--- src/rtl/alu_pipe_if.sv ---
// Handshake bundle for alu_pipe: operand/opcode request side and result side.
// master = producer/consumer environment, slave = the ALU.
interface alu_pipe_if #(
   parameter int WIDTH = 8
);
   // valid/ready: a transfer happens at a rising clock edge where both are 1;
   // the source holds its payload until that edge, the sink may raise ready
   // independently of valid.
   logic             in_valid;
   logic             in_ready;
   logic [WIDTH-1:0] A;
   logic [WIDTH-1:0] B;
   logic [2:0]       sel;
   logic             out_valid;
   logic             out_ready;
   logic [WIDTH-1:0] R;
   logic [3:0]       flags;

   modport master (
      output in_valid, A, B, sel, out_ready,
      input  in_ready, out_valid, R, flags
   );

   modport slave (
      input  in_valid, A, B, sel, out_ready,
      output in_ready, out_valid, R, flags
   );
endinterface

--- src/rtl/alu_pipe.sv ---
// Single-issue ALU with registered result and {V,N,Z,C} flags; MUL runs as an
// iterative shift-add over WIDTH cycles, all other ops complete at the accept edge.
module alu_pipe #(
   parameter int WIDTH = 8
) (
   input  logic       clk,
   input  logic       rst_n,
   alu_pipe_if.slave  bus,
   output logic [1:0] dbg_state
);

   localparam int CW = $clog2(WIDTH) + 1;

   localparam logic [2:0] OP_ADD = 3'b000;
   localparam logic [2:0] OP_SUB = 3'b001;
   localparam logic [2:0] OP_AND = 3'b010;
   localparam logic [2:0] OP_OR  = 3'b011;
   localparam logic [2:0] OP_ROL = 3'b100;
   localparam logic [2:0] OP_ROR = 3'b101;
   localparam logic [2:0] OP_XOR = 3'b110;
   localparam logic [2:0] OP_MUL = 3'b111;

   typedef enum logic [1:0] {
      ST_IDLE = 2'd0,
      ST_BUSY = 2'd1,
      ST_DONE = 2'd2
   } state_e;

   state_e               state_q, state_d;
   logic [WIDTH-1:0]     r_q, r_d;
   logic [3:0]           flags_q, flags_d;
   logic [2*WIDTH-1:0]   acc_q, acc_d;
   logic [2*WIDTH-1:0]   mcand_q, mcand_d;
   logic [WIDTH-1:0]     mplier_q, mplier_d;
   logic [CW-1:0]        cnt_q, cnt_d;

   logic [WIDTH:0]       sum_w;
   logic [WIDTH:0]       diff_w;
   logic [WIDTH-1:0]     alu_r;
   logic                 alu_c;
   logic                 alu_v;
   logic [2*WIDTH-1:0]   acc_step;
   logic                 in_ready;
   logic                 out_valid;
   logic                 accept;

   // Single-cycle datapath, evaluated on the live request operands.
   always_comb begin
      sum_w  = {1'b0, bus.A} + {1'b0, bus.B};
      diff_w = {1'b0, bus.A} - {1'b0, bus.B};
      alu_r  = '0;
      alu_c  = 1'b0;
      alu_v  = 1'b0;
      case (bus.sel)
         OP_ADD: begin
            alu_r = sum_w[WIDTH-1:0];
            alu_c = sum_w[WIDTH];
            alu_v = (bus.A[WIDTH-1] == bus.B[WIDTH-1]) &&
                    (sum_w[WIDTH-1] != bus.A[WIDTH-1]);
         end
         OP_SUB: begin
            alu_r = diff_w[WIDTH-1:0];
            alu_c = diff_w[WIDTH];
            alu_v = (bus.A[WIDTH-1] != bus.B[WIDTH-1]) &&
                    (diff_w[WIDTH-1] != bus.A[WIDTH-1]);
         end
         OP_AND: alu_r = bus.A & bus.B;
         OP_OR:  alu_r = bus.A | bus.B;
         OP_XOR: alu_r = bus.A ^ bus.B;
         OP_ROL: begin
            alu_r = {bus.A[WIDTH-2:0], bus.A[WIDTH-1]};
            alu_c = bus.A[WIDTH-1];
         end
         OP_ROR: begin
            alu_r = {bus.A[0], bus.A[WIDTH-1:1]};
            alu_c = bus.A[0];
         end
         default: alu_r = '0;
      endcase
   end

   assign acc_step = mplier_q[0] ? (acc_q + mcand_q) : acc_q;

   always_comb begin
      state_d   = state_q;
      r_d       = r_q;
      flags_d   = flags_q;
      acc_d     = acc_q;
      mcand_d   = mcand_q;
      mplier_d  = mplier_q;
      cnt_d     = cnt_q;
      in_ready  = 1'b0;
      out_valid = 1'b0;
      accept    = 1'b0;

      case (state_q)
         ST_IDLE: in_ready = 1'b1;
         ST_BUSY: begin
            acc_d    = acc_step;
            mcand_d  = mcand_q << 1;
            mplier_d = mplier_q >> 1;
            cnt_d    = cnt_q + CW'(1);
            // The last partial product is folded into the result load.
            if (cnt_q == CW'(WIDTH - 1)) begin
               state_d = ST_DONE;
               r_d     = acc_step[WIDTH-1:0];
               flags_d = {1'b0, acc_step[WIDTH-1], (acc_step[WIDTH-1:0] == '0),
                          (|acc_step[2*WIDTH-1:WIDTH])};
            end
         end
         ST_DONE: begin
            out_valid = 1'b1;
            in_ready  = bus.out_ready;
            if (bus.out_ready && !bus.in_valid) state_d = ST_IDLE;
         end
         default: state_d = ST_IDLE;
      endcase

      accept = bus.in_valid && in_ready;
      if (accept) begin
         if (bus.sel == OP_MUL) begin
            state_d  = ST_BUSY;
            acc_d    = '0;
            mcand_d  = {{WIDTH{1'b0}}, bus.A};
            mplier_d = bus.B;
            cnt_d    = '0;
         end else begin
            state_d = ST_DONE;
            r_d     = alu_r;
            flags_d = {alu_v, alu_r[WIDTH-1], (alu_r == '0), alu_c};
         end
      end
   end

   always_ff @(posedge clk or negedge rst_n) begin
      if (!rst_n) begin
         state_q  <= ST_IDLE;
         r_q      <= '0;
         flags_q  <= '0;
         acc_q    <= '0;
         mcand_q  <= '0;
         mplier_q <= '0;
         cnt_q    <= '0;
      end else begin
         state_q  <= state_d;
         r_q      <= r_d;
         flags_q  <= flags_d;
         acc_q    <= acc_d;
         mcand_q  <= mcand_d;
         mplier_q <= mplier_d;
         cnt_q    <= cnt_d;
      end
   end

   assign bus.in_ready  = in_ready;
   assign bus.out_valid = out_valid;
   assign bus.R         = r_q;
   assign bus.flags     = flags_q;
   assign dbg_state     = state_q;

endmodule

--- src/flat_wrapper.sv ---
// flat-port wrapper written by rule: the top's interface ports become plain ports
module alu_pipe_flat 
#(
   parameter int WIDTH = 8
)
  (clk, rst_n, dbg_state, bus_in_valid, bus_A, bus_B, bus_sel, bus_out_ready, bus_in_ready, bus_out_valid, bus_R, bus_flags);
  alu_pipe_if #(.WIDTH(WIDTH)) bus_i ();
  input  logic clk;
  input  logic rst_n;
  output logic [1:0] dbg_state;
  input wire logic [$bits(bus_i.in_valid)-1:0] bus_in_valid;
  input wire logic [$bits(bus_i.A)-1:0] bus_A;
  input wire logic [$bits(bus_i.B)-1:0] bus_B;
  input wire logic [$bits(bus_i.sel)-1:0] bus_sel;
  input wire logic [$bits(bus_i.out_ready)-1:0] bus_out_ready;
  output wire logic [$bits(bus_i.in_ready)-1:0] bus_in_ready;
  output wire logic [$bits(bus_i.out_valid)-1:0] bus_out_valid;
  output wire logic [$bits(bus_i.R)-1:0] bus_R;
  output wire logic [$bits(bus_i.flags)-1:0] bus_flags;
  assign bus_i.in_valid = bus_in_valid;
  assign bus_i.A = bus_A;
  assign bus_i.B = bus_B;
  assign bus_i.sel = bus_sel;
  assign bus_i.out_ready = bus_out_ready;
  assign bus_in_ready = bus_i.in_ready;
  assign bus_out_valid = bus_i.out_valid;
  assign bus_R = bus_i.R;
  assign bus_flags = bus_i.flags;
  alu_pipe #(.WIDTH(WIDTH)) u_core (.clk(clk), .rst_n(rst_n), .bus(bus_i), .dbg_state(dbg_state));
endmodule
--- config.mk ---
export PLATFORM = sky130hd
export DESIGN_NAME = alu_pipe_flat
export DESIGN_NICKNAME = d
export VERILOG_FILES = /design/src/rtl/alu_pipe_if.sv /design/src/rtl/alu_pipe.sv /design/src/flat_wrapper.sv
export SDC_FILE = /design/constraint.sdc
export NUM_CORES = 1
export LEC_CHECK = 0
export BUFFER_PORTS_ARGS = -buffer_cell sky130_fd_sc_hd__buf_2
export CORE_MARGIN = 2
export CORE_UTILIZATION = 60
export CTS_CLUSTER_DIAMETER = 50
export DETAILED_ROUTE_END_ITERATION = 10
export GPL_ROUTABILITY_DRIVEN = 0
export GPL_TIMING_DRIVEN = 0
export PLACE_DENSITY = 0.77
export RECOVER_POWER = 50
export SLEW_MARGIN = 40
export SYNTH_ARGS = -nofsm -noshare
export SYNTH_HDL_FRONTEND = slang
export SYNTH_SLANG_ARGS = --single-unit
--- constraint.sdc ---
create_clock -name clk -period 2.89 [get_ports clk]
set_input_delay 0.578 -clock clk [delete_from_list [all_inputs] [get_ports clk]]
set_output_delay 0.578 -clock clk [all_outputs]
set_load 0.005 [all_outputs]
; ---- Word level (Yosys, flattened, before mapping)
; Cells that the tools add are included.
[totals]
output_inout_bits = 16
elab_cells = 73
regBits = 58
input_bits = 23
[op_classes]
n_eq_ne = 17
addsub = 4
mux = 31
bitwise = 3
n_reduce_logical = 11
[ops]
columns = operator, count
row1 = $mux W16, 7
row2 = $mux W8, 7
row3 = $pmux W8 S7, 1
row4 = $mux W4, 7
row5 = $add A16 B16 Y16, 1
row6 = $logic_not A8 Y1, 2
row7 = $eq A3 B3 Y1 const B, 4
row8 = $add A8 B8 Y9, 1
row9 = $sub A8 B8 Y9, 1
row10 = $and A8 B8 Y8, 1
row11 = $mux W2, 4
row12 = $or A8 B8 Y8, 1
row13 = $reduce_or A8 Y1, 1
row14 = $xor A8 B8 Y8, 1
row15 = $eq A3 B2 Y1 const B, 2
row16 = $ne A3 B1 Y1 const B, 2
row17 = $pmux W2 S3, 1
row18 = $add A4 B1 Y4 const B, 1
row19 = $eq A4 B3 Y1 const B, 1
row20 = $logic_and A1 B1 Y1, 4
row21 = $pmux W1 S2, 2
row22 = $pmux W1 S4, 1
row23 = $eq A3 B1 Y1 const B, 1
row24 = $logic_not A3 Y1, 1
row25 = 9 further kinds, 11

; ---- Logic depth before layout (Yosys ltp)
[logic_depth]
ltp_word = 7
mapped_depth = 11

; ---- Worst setup path before layout
; OpenSTA, ideal clock, no wires.
[synth_path]
kind = reg-to-reg
from = register u_core.mcand_q[0]
to = register u_core.flags_q[0], in the netlist u_core.bus.flags[0]
synth_period_minus_slack_ps = 2659
t_arrival_ps = 2517
setup_ps = 142
required_time_ps = 2748
n_path_buf = 0
slack_ps = 231
stages_incl_launch_ff = 11
cell_sequence = dfrtp_1 ha_1 fa_1 a21oi_1 o2111ai_1 a31oi_1 o21ai_0 xor2_1 mux2_2 nor3b_1 a32oi_1
[synth_between]
elab_chain_len = 7
[synth_lines]
columns = element, line
row1 = start: declaration, alu_pipe.sv:33  ; logic [2*WIDTH-1:0] mcand_q, mcand_d;
row2 = start signal: assignment, alu_pipe.sv:149  ; mcand_q <= mcand_d;
row3 = $add A16 B16 Y16 (*), alu_pipe.sv:82  ; assign acc_step = mplier_q[0] ? (acc_q + mcand_q) : acc_q;
row4 = $mux W16 (*), alu_pipe.sv:82
row5 = $reduce_or A8 Y1 (*), alu_pipe.sv:108  ; (|acc_step[2*WIDTH-1:WIDTH])};
row6 = $mux W4 (*), alu_pipe.sv:104  ; if (cnt_q == CW'(WIDTH - 1)) begin
row7 = $mux W4 (*), alu_pipe.sv:96  ; case (state_q)
row8 = $mux W4, alu_pipe.sv:121  ; if (bus.sel == OP_MUL) begin
row9 = $mux W4 (*), alu_pipe.sv:120  ; if (accept) begin
row10 = named net u_core.flags_d[0], alu_pipe.sv:31  ; logic [3:0] flags_q, flags_d;
row11 = end signal: assignment, alu_pipe.sv:147  ; flags_q <= flags_d;
row12 = end: declaration, alu_pipe.sv:31
; Mark *: on every way through the listed nets, which the timed path passes. The rest lies on a longest branch.
; A chain may end at the register's enable or synchronous reset.

; ---- Worst setup path after layout
[layout_path]
from = input port bus_A[0]
to = register u_core.flags_q[1], in the netlist u_core.bus.flags[1]
[layout_between]
elab_chain_len = 5
[layout_lines]
columns = element, line
row1 = start: declaration, flat_wrapper.sv:12  ; input wire logic [$bits(bus_i.A)-1:0] bus_A;
row2 = $sub A8 B8 Y9 (tied with other cells), alu_pipe.sv:50  ; diff_w = {1'b0, bus.A} - {1'b0, bus.B};
row3 = $pmux W8 S7 (*), alu_pipe.sv:54  ; case (bus.sel)
row4 = $logic_not A8 Y1 (*), alu_pipe.sv:130  ; flags_d = {alu_v, alu_r[WIDTH-1], (alu_r == '0), alu_c};
row5 = $mux W4 (*), alu_pipe.sv:121
row6 = $mux W4 (*), alu_pipe.sv:120
row7 = named net u_core.flags_d[1], alu_pipe.sv:31
; Marks and branches as above.

==> reports/results.ini <==
[pwr]
p_int_mw = 2.79
seq_power_share_pct = 29.2
max-vdd-ir-drop_mv = 0.443
netSwitchingFraction_pct = 44.3
comb_power_share_pct = 52.0
p_sw_mw = 2.22
power.density_nw_per_um2 = 941
p_clk_share_pct = 18.8
p_leak_nw = 2.39
power_mw = 5.02

[drt]
drt_iter0_markers = 388
first_pass_iters = 5
vias = 4534
wire_per_inst_um = 18.4
drc_errors = 0
vias_per_cell = 6.35
antenna_left = 0
wirelength_um = 13100

[grt]
grt_pass1_wl_um = 21400
overflow = 0
grt_max_degree = 59
gr-usage-all-layers_pct = 31.7
grt_pass1_vias = 4319
antenna_found_initial = 0

[logic_synthesis]
ys_warn_count = 0
synth_top_area_cell = dfrtp_1
syn_area_um2 = 4680
synthDistinctLibCells = 62
ys_seq_elements = 58
synth-edff-count = 0
avgSynthCellArea_um2 = 8.43
synth.area.top_cells = dfrtp_1 31%, ha_1 11%, nand2_1 6.3%, mux2i_1 6.2%, a21oi_1 4.8%
ys_seq_area_share_pct = 31.0
yosysTopAreaCellShare_pct = 31.0
synthCells = 556
syn_nets = 623
ys_async_sr_fraction_pct = 100
ys.flop_type = dfrtp_1

[cts]
cts_buffers = 9
cts_max_path_buffers = 2
cts-root-buf = clkbuf_8
cts.clk_slew.worst_paths_ns = 0.08
tritoncts = built
clkSinkCount = 58
clk_latency_ns = 0.34
htree_levels = 3

[sta]
relSlewSlack_pct = 27.7
setup_viol = 0
finalCritPeriodShare_pct = 95.8
fmax_mhz = 361
rsz0062_at_grt = false
finalSetupTns_ns = 0
fin_skew_ns = 0.0131
hold_slack_ns = 0.324
finalCriticalPeriod_ns = 2.77
tightest_slew_ns = 1.08
drv_slew = 0
hold_viol_final = 0

[floorplanning]
io_pins = 39
initial_core_util_pct = 61.3
core_um2 = 7650
fp-row-count = 32
dieWidth_um = 92.4
die_height_um = 92.4
dieArea_um2 = 8530

[critical_path]
required_ns = 3.17
r2r_slack_ns = 0.13
r2r_start = u_core.mcand_q[0]$_DFF_PN0_
worst_setup_path_end_kind = flop
r2r_cells = 10
worstPathMaxFanout = 6
cp-start-kind = input port
critical_path_class = in2reg
arrival_ns = 3.05
r2r-end = u_core.bus.flags[0]$_DFF_PN0_

[layout]
most-common-layout-cells = 78 x nand2_1, 58 x dfrtp_1, 44 x a21oi_1, 42 x o21ai_0, 41 x buf_2
final_cells = 714
fin_util_pct = 69.7
final_common_cell = nand2_1
nets = 674
areaGrowthSynthToFinish_pct = 13.8
drive_gt1_share_pct = 14.5
diodes = 0

[placement]
dp.cells = 695
dp_hpwl_um = 9640
io_buffers = 37

[job]
cap_violations = 0

[run_status]
status = completed

[hold_path]
hp-class = in2async

routing by layer:
layer / vias up / part of all wire (%) / GRT usage [%]
met5: - / 0 / 0
met4: 0 / 2.3 / 10.4
met3: 31 / 7.7 / 6.02
met2: 207 / 46 / 48.5
met1: 2189 / 45 / 45.5
li1: 2107 / - / -
how the worst max path moves through the flow:
stage,start,to,slack (ns),cells after the start
after floorplan,u_core.mcand_q[0]$_DFF_PN0_,u_core.bus.flags[0]$_DFF_PN0_,0.23,10
after global placement,bus_A[0],u_core.bus.flags[1]$_DFF_PN0_,-0.23,12
after detailed placement,bus_A[0],u_core.bus.flags[1]$_DFF_PN0_,-0.22,12
after CTS,u_core.mcand_q[0]$_DFF_PN0_,u_core.bus.flags[0]$_DFF_PN0_,0.001,10
after global routing,bus_A[0],u_core.bus.flags[1]$_DFF_PN0_,0.01,13
final,bus_A[0],u_core.bus.flags[1]$_DFF_PN0_,0.12,13
power groups by stage:
| stage | Sequential, mW | Clock (mW) | Combinational (mW) |
|---|---|---|---|
| after floorplan | 1.37 | 0 | 1.77 |
| after global placement | 1.45 | 0 | 2.29 |
| after detailed placement | 1.46 | 0 | 2.35 |
| after CTS | 1.45 | 0.948 | 2.41 |
| after global routing | 1.51 | 0.986 | 2.86 |
| final | 1.46 | 0.941 | 2.61 |
Yosys cell counts (5+ instances only):
master / count
xnor2_1: 12
nand3_1: 15
o211ai_1: 5
buf_2: 6
xor2_1: 5
a211oi_1: 13
nand4_1: 7
ha_1: 41
inv_1: 32
nor2_1: 38
nor2b_1: 7
a221o_1: 5
or3_1: 6
dfrtp_1: 58
o21bai_1: 6
o221ai_1: 5
a21oi_1: 45
clkbuf_1: 15
mux2i_1: 29
o21ai_0: 44
nor3_1: 5
nand2_1: 78
a21o_1: 8
through the flow:
step	setup WS (ns)	cell area, um2
floorplan	0.231	4680
finish	0.122	5330
global placement	-0.230	5000
CTS	0.00107	5270
detailed placement	-0.220	5000
global route	0.0135	5330
repair_timing:
action,in CTS,in global routing
gates resized for setup,3,11
hold buffers,0,0
setup endpoints to repair,1,3
setup buffers,0,2
pin swaps,1,2
critical path: stages:
cell and delay (ns):
buf_2 0.15, inv_1 0.09, ha_1 0.16, inv_1 0.06, fa_1 0.41, a21o_1 0.20
a21oi_1 0.23, o221ai_1 0.15, a222oi_1 0.33, buf_4 0.18, nand4_1 0.08, a211oi_1 0.23
a31o_2 0.19
logic make-up (layout without fill, tap and decap cells):
group	Yosys count	in the layout	share of synthesized area [%]
AO/OA/AOI/OAI	170	170	23.7
adder cells (fa/ha/maj)	44	44	12.2
XOR/XNOR	17	17	3.18
flip-flops	58	58	31.0
AND/OR/NAND/NOR	172	172	16.5
multiplexers	33	33	7.40
buffers and inverters	62	118	6.04
registers in the layout, indices dropped and copies added, names as in the netlist:
register,cells
u_core.acc_q,16
u_core.bus.R,8
u_core.dbg_state,2
u_core.cnt_q,4
u_core.mplier_q,8
u_core.mcand_q,16
u_core.bus.flags,4
final cells by class:
cell class	count	area, um2
Timing Repair Buffer	40	203
Sequential cell	58	1450
Clock buffer	9	124
Inverter	32	120
Tap cell	102	128
Buffer	30	163
Fill cell	644	2320
Clock inverter	7	125
Multi-Input combinational cell	436	3020
(Power assumes the default switching activity.)
